**src/rtl/half_adder_or_gate_pkg.sv**
```systemverilog
// rtl/half_adder_or_gate_pkg.sv - shared constants for the half-adder/OR ripple adder
package half_adder_or_gate_pkg;

  localparam int unsigned HAOG_DEFAULT_WIDTH = 4;
  localparam int unsigned HAOG_MAX_WIDTH     = 32;

  typedef struct packed {
    logic s;
    logic c;
  } ha_out_t;

  function automatic bit haog_width_legal(input int unsigned w);
    return (w >= 1) && (w <= HAOG_MAX_WIDTH);
  endfunction

endpackage

```
**src/rtl/half_adder_cell.sv**
```systemverilog
// rtl/half_adder_cell.sv - single-bit half adder (sum = x^y, carry = x&y)
module half_adder_cell (
  input  logic x,
  input  logic y,
  output logic s,
  output logic c
);

  assign s = x ^ y;
  assign c = x & y;

endmodule

```
**src/rtl/half_adder_or_gate.sv**
```systemverilog
// rtl/half_adder_or_gate.sv - registered ripple adder built from half-adder pairs plus OR
// Optional signed-overflow output enabled by HALF_ADDER_OR_GATE_OVF_EN.
module half_adder_or_gate
  import half_adder_or_gate_pkg::*;
#(
  parameter int unsigned WIDTH = HAOG_DEFAULT_WIDTH
) (
  input  logic             clk,
  input  logic             rst_n,
  input  logic [WIDTH-1:0] a,
  input  logic [WIDTH-1:0] b,
  input  logic             cin,
  input  logic             in_valid,
  output logic [WIDTH-1:0] sum,
  output logic             cout,
  output logic             out_valid
`ifdef HALF_ADDER_OR_GATE_OVF_EN
  ,
  output logic             ovf
`endif
);

  if (!haog_width_legal(WIDTH)) begin : g_width_check
    $error("half_adder_or_gate: WIDTH out of range");
  end

  logic [WIDTH:0]   carry;
  logic [WIDTH-1:0] prop;
  logic [WIDTH-1:0] gen1;
  logic [WIDTH-1:0] gen2;
  logic [WIDTH-1:0] sum_d;
  logic             cout_d;

  logic [WIDTH-1:0] sum_q;
  logic             cout_q;
  logic             valid_q;

  assign carry[0] = cin;

  // Two half adders per bit; the OR merges their carries into the ripple chain.
  for (genvar i = 0; i < WIDTH; i++) begin : g_bit
    half_adder_cell u_ha1 (
      .x (a[i]),
      .y (b[i]),
      .s (prop[i]),
      .c (gen1[i])
    );

    half_adder_cell u_ha2 (
      .x (prop[i]),
      .y (carry[i]),
      .s (sum_d[i]),
      .c (gen2[i])
    );

    assign carry[i+1] = gen1[i] | gen2[i];
  end

  assign cout_d = carry[WIDTH];

  always_ff @(posedge clk or negedge rst_n) begin
    if (!rst_n) begin
      sum_q   <= '0;
      cout_q  <= 1'b0;
      valid_q <= 1'b0;
    end else begin
      valid_q <= in_valid;
      if (in_valid) begin
        sum_q  <= sum_d;
        cout_q <= cout_d;
      end
    end
  end

  assign sum       = sum_q;
  assign cout      = cout_q;
  assign out_valid = valid_q;

`ifdef HALF_ADDER_OR_GATE_OVF_EN
  logic ovf_d;
  logic ovf_q;

  // Signed overflow: carry into the MSB disagrees with carry out of it.
  assign ovf_d = carry[WIDTH] ^ carry[WIDTH-1];

  always_ff @(posedge clk or negedge rst_n) begin
    if (!rst_n) begin
      ovf_q <= 1'b0;
    end else if (in_valid) begin
      ovf_q <= ovf_d;
    end
  end

  assign ovf = ovf_q;
`endif

endmodule

```
**config.mk**
```make
export PLATFORM = sky130hd
export DESIGN_NAME = half_adder_or_gate
export DESIGN_NICKNAME = d
export VERILOG_FILES = /design/src/rtl/half_adder_or_gate_pkg.sv /design/src/rtl/half_adder_cell.sv /design/src/rtl/half_adder_or_gate.sv
export SDC_FILE = /design/constraint.sdc
export NUM_CORES = 1
export LEC_CHECK = 0
export ABC_AREA = 0
export CORE_AREA = 2 2 39 41
export CTS_BUF_LIST = sky130_fd_sc_hd__clkbuf_4 sky130_fd_sc_hd__clkbuf_8
export CTS_CLUSTER_SIZE = 20
export DETAILED_ROUTE_END_ITERATION = 8
export DIE_AREA = 0 0 41 43
export PLACE_DENSITY_LB_ADDON = 0.05
export SYNTH_ARGS = -nofsm -noshare
export SYNTH_HDL_FRONTEND = slang
export SYNTH_HIERARCHICAL = 1
export SYNTH_SLANG_ARGS = --single-unit
```
**constraint.sdc**
```tcl
create_clock -name clk -period 0.8 [get_ports clk]
set_input_delay 0.16 -clock clk [delete_from_list [all_inputs] [get_ports clk]]
set_output_delay 0.16 -clock clk [all_outputs]
set_load 0.05 [all_outputs]
```
==> flow_metrics.env <==
export IMPL_vdd_ir_drop_max_mv=1.15
export IMPL_grt_pass1_wl_mm=1.38
export IMPL_yosysSeqAreaShare=0.460
export IMPL_antenna_found_initial=0
export IMPL_worst_pin_slew_ns=0.254
export IMPL_relSlewSlack=0.830
export IMPL_wl_per_cell_um=11.7
export IMPL_status="finished, violations left"
export IMPL_cp_arrival_ns=2.10
export IMPL_synth_area_leaders="dfrtp_1 46%, ha_1 31%, mux2_2 14%, or2_2 5.7%, nor2_1 2.3%"
export IMPL_gp_congestion=0.717
export IMPL_rows=14
export IMPL_grtUsageTotal=0.127
export IMPL_via_count=292
export IMPL_timing_final_crit_share=2.47
export IMPL_die_x_um=41
export IMPL_cts_hold_buf=0
export IMPL_clkLatencyLatePin_ns=0.25
export IMPL_fmax_ghz=0.507
export IMPL_synth_nets=44
export IMPL_hp_class="in2async"
export IMPL_crit_fanout=1
export IMPL_power_per_cell_area_nw_per_um2=2140
export IMPL_cts_max_level=1
export IMPL_numCtsBuffers=3
export IMPL_antenna_cells=0
export IMPL_netlist_area_um2=327
export IMPL_yosysWarnings=6
export IMPL_clock_path_buffers=2
export IMPL_grt_setup_unrepaired="true"
export IMPL_routed_via_density=4.29
export IMPL_path_class="in2reg"
export IMPL_drtIter0Drc=1
export IMPL_core_um2=1380
export IMPL_drt_total_wl_um=796
export IMPL_cts_sinks=6
export IMPL_hold_violations=0
export IMPL_synth_area_per_cell_um2=13.6
export IMPL_die_area_um2=1760
export IMPL_ys_async_sr_fraction=1.00
export IMPL_ys_ff_latch=6
export IMPL_ant_nets=0
export IMPL_area_growth_pct=138
export IMPL_io_buffers=17
export IMPL_grt_pass1_vias=336
export IMPL_cts_tree="yes"
export IMPL_synth_largest_area_cell="dfrtp_1"
export IMPL_clkSlewWorstSetupHoldPaths_ns=0.05
export IMPL_yosys_most_used_dff="dfrtp_1"
export IMPL_fin_crit_ns=1.97
export IMPL_drt_pass1_iter_count=2
export IMPL_synth_top_area_share=0.460
export IMPL_final_cells=68
export IMPL_placed_cells=62
export IMPL_synthCells=24
export IMPL_grt_overflow=0
export IMPL_start_util=0.236
export IMPL_total_power_uw=1660
export IMPL_setup_ws_ns=-1.17
export IMPL_drc=0
export IMPL_synth_most_common_cell="ha_1"
export IMPL_finalClockSkew_ns=0
export IMPL_cts_root_buffer="clkbuf_4"
export IMPL_setup_violations=11
export IMPL_endpoint_kind="flip-flop"
export IMPL_finalMaxSlewViolations=0
export IMPL_die_h_um=43
export IMPL_synth_common_cells="8 x ha_1, 6 x dfrtp_1, 4 x mux2_2"
export IMPL_start_kind="input port"
export IMPL_synth_edf_count=0
export IMPL_leakage_uw=0.000347
export IMPL_violations="setup timing"
export IMPL_maxCapViolCount=0
export IMPL_grt_max_degree=7
export IMPL_synth_distinct_cells=6
export IMPL_io_pins=18
export IMPL_critPathRequiredTime_ns=0.93
export IMPL_fin_nets=73
export IMPL_drive_gt1_frac=0.673
-- kinds of logic after synthesis --
kind of cell / after synthesis / share of synthesized area
and+or+nand+nor: 5 / 0.0805
AOI/OAI and AO/OA: 1 / 0.0153
muxes: 4 / 0.138
DFF: 6 / 0.460
adders and majority gates: 8 / 0.307
-- layout by cell type, fill, tap and decap left out, drive strengths merged --
cell and count:
nor2 2, mux2 4, or2 3, clkbuf 4, buf 15, dfrtp 6, dlygate4sd2 3, clkdlybuf4s50 6
a21oi 1, ha 8
-- metal layers --
| metal | part of all wire | GRT usage |
|---|---|---|
| met1 | 0.32 | 0.123 |
| met2 | 0.61 | 0.209 |
| met3 | 0.052 | 0.0314 |
| met4 | 0.019 | 0.100 |
| met5 | 0 | 0 |
-- worst max-delay path: stages --
cell and delay [ns]:
buf_6 0.10, ha_4 0.23, ha_4 0.14, or2_4 0.23
ha_4 0.15, or2_4 0.25, ha_4 0.15, or2_4 0.23
ha_4 0.21, mux2_4 0.25
-- power by group --
group / internal (µW) / total (µW) / switching, µW / leakage (µW)
clock network: 223 / 342 / 119 / 0.0000184
registers: 365 / 411 / 45.9 / 0.0000689
logic: 527 / 908 / 381 / 0.000260
-- sequential cells by signal (all words and copies together), names as in the netlist --
name	count
out_valid	1
cout	1
sum	4
-- area by class of cell --
cell class                      count  area [µm²]
Tap cell                           16        20.0
Sequential cell                     6         151
Clock buffer                        4        30.0
Fill cell                         113         607
Timing Repair Buffer               24         290
Multi-Input combinational cell     18         285
-- final timing paths --
path                            startpoint   endpoint  slack (ns)  cells past startpoint
worst max register to register      sum[1]     sum[1]       -0.21                      3
min in group clk                  in_valid  out_valid        0.29                      2
worst min register to register      sum[3]     sum[3]        0.53                      1
worst max-delay path                  a[0]     sum[3]       -1.17                     10
worst min-delay path                 rst_n     sum[1]        0.14                      1
max in group asynchronous            rst_n     sum[0]        0.44                      1
-- metrics by stage --
stage	area (µm²)	hold slack, ns	TNS [ns]	util	setup WS [ns]
detailed placement	701	0.415	-6.81	0.506	-1.82
global placement	701	0.404	-6.62	0.506	-1.79
finish	777	0.140	-4.71	0.561	-1.17
global route	777	0.139	-5.02	0.561	-1.20
floorplan	413	-0.136	-3.93	-	-1.26
CTS	769	0.145	-4.80	0.556	-1.18
-- what timing repair did --
item	4_1_cts	5_1_grt
setup endpoints to repair	11	11
hold endpoints to repair	0	0
pin swaps	6	1
gates resized for setup	20	0
buffers inserted	1	1
Power figures use the tool's default switching activity.
==> variant 1, RTL diff (same flow settings) <==
Change the package constant `HAOG_DEFAULT_WIDTH` from 4 to 6.
--- a/src/rtl/half_adder_or_gate_pkg.sv
+++ b/src/rtl/half_adder_or_gate_pkg.sv
@@ -1,7 +1,7 @@
 // rtl/half_adder_or_gate_pkg.sv - shared constants for the half-adder/OR ripple adder
 package half_adder_or_gate_pkg;
 
-  localparam int unsigned HAOG_DEFAULT_WIDTH = 4;
+  localparam int unsigned HAOG_DEFAULT_WIDTH = 6;
   localparam int unsigned HAOG_MAX_WIDTH     = 32;
 
   typedef struct packed {
Interface: changed (resized a, b and sum); port bits go from 18 to 24. The function was not compared with the original's and may differ.
==> variant 1 against the original RTL <==
  * The flow still finishes with violations (negative setup slack)
  * Synthesized cell count is 46% higher
  * Wire length is 45% higher
  * Register-to-register slack better by 0.07 ns
  * Critical path depth is 4 higher
  * Largest power group unchanged
  * Worst setup slack worse by 0.75 ns
  * Total power is 40% higher
  * Design area is 41% higher
  * Critical endpoint is now sum[5]
  * Clock skew stayed put
  * Area after synthesis is 52% higher
  * Count of clock-buffer cells in the layout stayed put
  * Sequential cell count is 2 higher
  * Non-clock buffer count is 14 higher
  * Critical path type unchanged
==> variant 1: results <==
global_routing:
  met3_usage_pct: 2.094
  use_met1_pct: 18.39
  grt_pass1_wl_um: 1869
  grt_util_all_layers_pct: 15.85
  use_met2_pct: 26.56
  grt_pass1_vias: 458
route:
  drt_pass1_iterations: 2
  wl_per_cell_um: 12.55
  viasPerCell: 4.674
  vias: 430
run_status:
  failed_checks: "negative setup slack"
  status: "finished with violations"
placed_design:
  numPortBuffers: 23
  dp.cells: 82
  place_congestion: 0.6994
layout:
  fillerInstances: 78
  nNetsFinal: 105
  largest_reg_flops: 6
  drive_above_1_share_pct: 67.11
setup_path:
  arrival_ns: 2.86
  critical_path.max_stage_delay_ns: 0.25
  reg2reg_depth: 4
  critPathTopFamily: "adder cells"
logic_synthesis:
  yosys.cell_types.count: 7
  seq_area_frac_synth_pct: 40.40
  synthCells: 35
  syn_nets: 63
  synthTopCellsByArea: "dfrtp_1 40%, ha_1 30%, mux2_4 18%"
  synth_commonest_cells: "12 x ha_1, 8 x dfrtp_1, 6 x mux2_4"
  synth_edf_count: 0
  yosysWarnings: 6
pwr:
  switching_share_pct: 33.80
  irDropWorstVdd_mv: 1.373
  cellLeakagePower_nw: 0.5019
clocking:
  clk-insertion-delay-late_ns: 0.25
  numCtsBuffers: 3
  cts-root-buf: "clkbuf_4"
sta:
  setup_viol: 15
  setup_slack_ns: -1.923
  worst_slew_pin_slew_ns: 0.1337
  tns_ns: -9.463
==> variant 1: path summary, 6_finish.rpt <==
check                              start         to  slack, ns
worst max-delay path                a[0]     sum[5]      -1.92
min in group clk                in_valid  out_valid       0.35
worst max register to register      cout       cout      -0.14
worst min-delay path               rst_n     sum[1]       0.18
worst min register to register    sum[1]     sum[1]       0.53
max in group asynchronous          rst_n     sum[5]       0.50
==> variant 1: timing repair <==
item,CTS,global route
pin swaps,6,2
setup endpoints to repair,15,15
gates resized for setup,21,1
buffers inserted,4,2
==> variant 1: routing by layer <==
layer  vias to the layer above  routed length [um]
met5                         -                   0
met4                         0                  14
met3                         2                  59
met2                        13                 634
met1                       210                 447
li1                        205                   -
==> variant 1: power by group through the flow <==
stage / clock network [W] / registers, W / logic (W)
global placement: 0 / 0.000550 / 0.00122
finish: 0.000375 / 0.000560 / 0.00139
CTS: 0.000381 / 0.000557 / 0.00137
floorplan: 0 / 0.000843 / 0.000291
global route: 0.000400 / 0.000566 / 0.00147
detailed placement: 0 / 0.000557 / 0.00125
==> variant 1: cell type report <==
class	instances	area, um^2	area share (%)
Clock buffer	4	30.03	2.737
Timing Repair Buffer	38	437.9	39.91
Sequential cell	8	201.4	18.36
Tap cell	16	20.02	1.824
Multi-Input combinational cell	26	407.9	37.17
==> variant 1: through the flow <==
step	setup slack (ns)	area, um^2	hold slack [ns]
after floorplan	-2.003	596.8	-0.1356
after global placement	-2.535	983.4	0.4525
after detailed placement	-2.558	983.4	0.4604
after CTS	-1.965	1070	0.1786
after global routing	-1.968	1097	0.1995
final	-1.923	1097	0.1798
==> variant 1: logic make-up after synthesis <==
family / after synthesis / share of synthesized area (%)
DFF: 8 / 40.40
adders and majority gates: 12 / 30.30
muxes: 6 / 18.18
and+or+nand+nor: 7 / 7.829
buffers and inverters: 1 / 2.273
AOI/OAI and AO/OA: 1 / 1.009
==> variant 2, RTL diff (same flow settings) <==
Without the edit above. Register the output `out_valid` once more, cleared by the reset; this adds one clock of latency there. The other outputs are not delayed to match.
--- a/src/rtl/half_adder_or_gate.sv
+++ b/src/rtl/half_adder_or_gate.sv
@@ -74,7 +74,13 @@
 
   assign sum       = sum_q;
   assign cout      = cout_q;
-  assign out_valid = valid_q;
+  always_ff @(posedge clk or negedge rst_n) begin
+    if (!rst_n) begin
+      out_valid <= '0;
+    end else begin
+      out_valid <= valid_q;
+    end
+  end
 
 `ifdef HALF_ADDER_OR_GATE_OVF_EN
   logic ovf_d;
Check against the original RTL: not equivalent (Yosys sat finds a counterexample within 4 cycles, from zero or initial values and one cycle with rst_n low).
==> variant 2 against the original RTL <==
  * The run still ends with negative setup slack left
  * Sequential cell count increased by 1
  * Sequential share of layout area increased by 2.6 points
  * Design area grew 2.9%
  * Clock power about the same
  * Area after synthesis rose by 7.7%
  * Total power rose by 2.5%
  * Sequential power rose by 14%
  * Global-route usage fell by 0.28 points
  * Wire length fell by 2.4%
  * Combinational power shrank 2%
  * Worst setup slack better by 0.025 ns
  * Critical path depth stayed put
  * Largest cell class unchanged
  * Highest routed layer unchanged
==> variant 2: results <==
route:
  wl_per_cell_um: 11.43
  drt_pass1_iterations: 1
  wl_met1_um: 266
  initialDrtViolationCount: 0
  wl_met3_um: 40
  wl_met2_um: 460
  viasPerCell: 4.279
layout:
  flops_and_latches: 7
  buffers: 23
  buffer_area_share_pct: 35.99
  multi_input_area_share_pct: 35.68
sta:
  final.setup_skew_ns: 0.0003253
  worst_slew_pin_slew_ns: 0.3102
  setup_slack_ns: -1.149
  setup_viol: 11
pwr:
  p_int_w: 0.001162
  cellLeakagePower_nw: 0.3638
  combPwrFrac_pct: 52.4
  irDropWorstVdd_mv: 1.616
global_routing:
  grt_util_all_layers_pct: 12.39
  grt_pass1_wl_um: 1352
  use_met1_pct: 13.00
  grt_pass1_vias: 354
  use_met2_pct: 18.44
  grt_max_degree: 8
logic_synthesis:
  synthMuxAreaShare_pct: 12.81
  seq_area_frac_synth_pct: 49.82
  synth_commonest_cells: "8 x ha_1, 7 x dfrtp_1, 4 x mux2_2"
  syn_nets: 45
  synth-adder-area-share_pct: 28.47
  synthTopCellsByArea: "dfrtp_1 50%, ha_1 28%, mux2_2 13%"
  synth-compound-area-share_pct: 1.423
setup_path:
  cp_slowest_cell: "mux2_4"
  arrival_ns: 2.08
placed_design:
  place_congestion: 0.6634
  place_area_um2: 718.2
run_status:
  status: "finished with violations"
  failed_checks: "negative setup slack"
variant 2: cell types whose count changed in the layout (fill, tap and decap cells not counted), sizes merged:
cell / change
clkdlybuf4s50: -1
dfrtp: +1
dlymetal6s2s: +1
buf: -1
variant 2: stage by stage:
step                hold slack [ns]  setup WS [ns]  power (W)  std cells
floorplan                   -0.1356         -1.261  0.0008406         25
global placement             0.3406         -1.786   0.001279         62
detailed placement           0.3615         -1.804   0.001294         62
CTS                          0.1576         -1.163   0.001723         67
global route                 0.1640         -1.176   0.001816         68
finish                       0.1621         -1.149   0.001703         68
variant 2: how the worst max path moves through the flow:
stage / from / to / cells after the start
3_5_place_dp: b[0] / sum[3] / 10
2_1_floorplan: b[0] / sum[3] / 9
5_1_grt: a[0] / sum[3] / 10
3_3_place_gp: b[0] / sum[3] / 10
4_1_cts: a[0] / sum[3] / 10
6_report: a[0] / sum[3] / 10
variant 2: repair_timing:
action,in CTS,in global routing
pin swaps,6,3
setup buffers,1,1
gates resized for setup,20,1
endpoints found under the setup margin,11,11
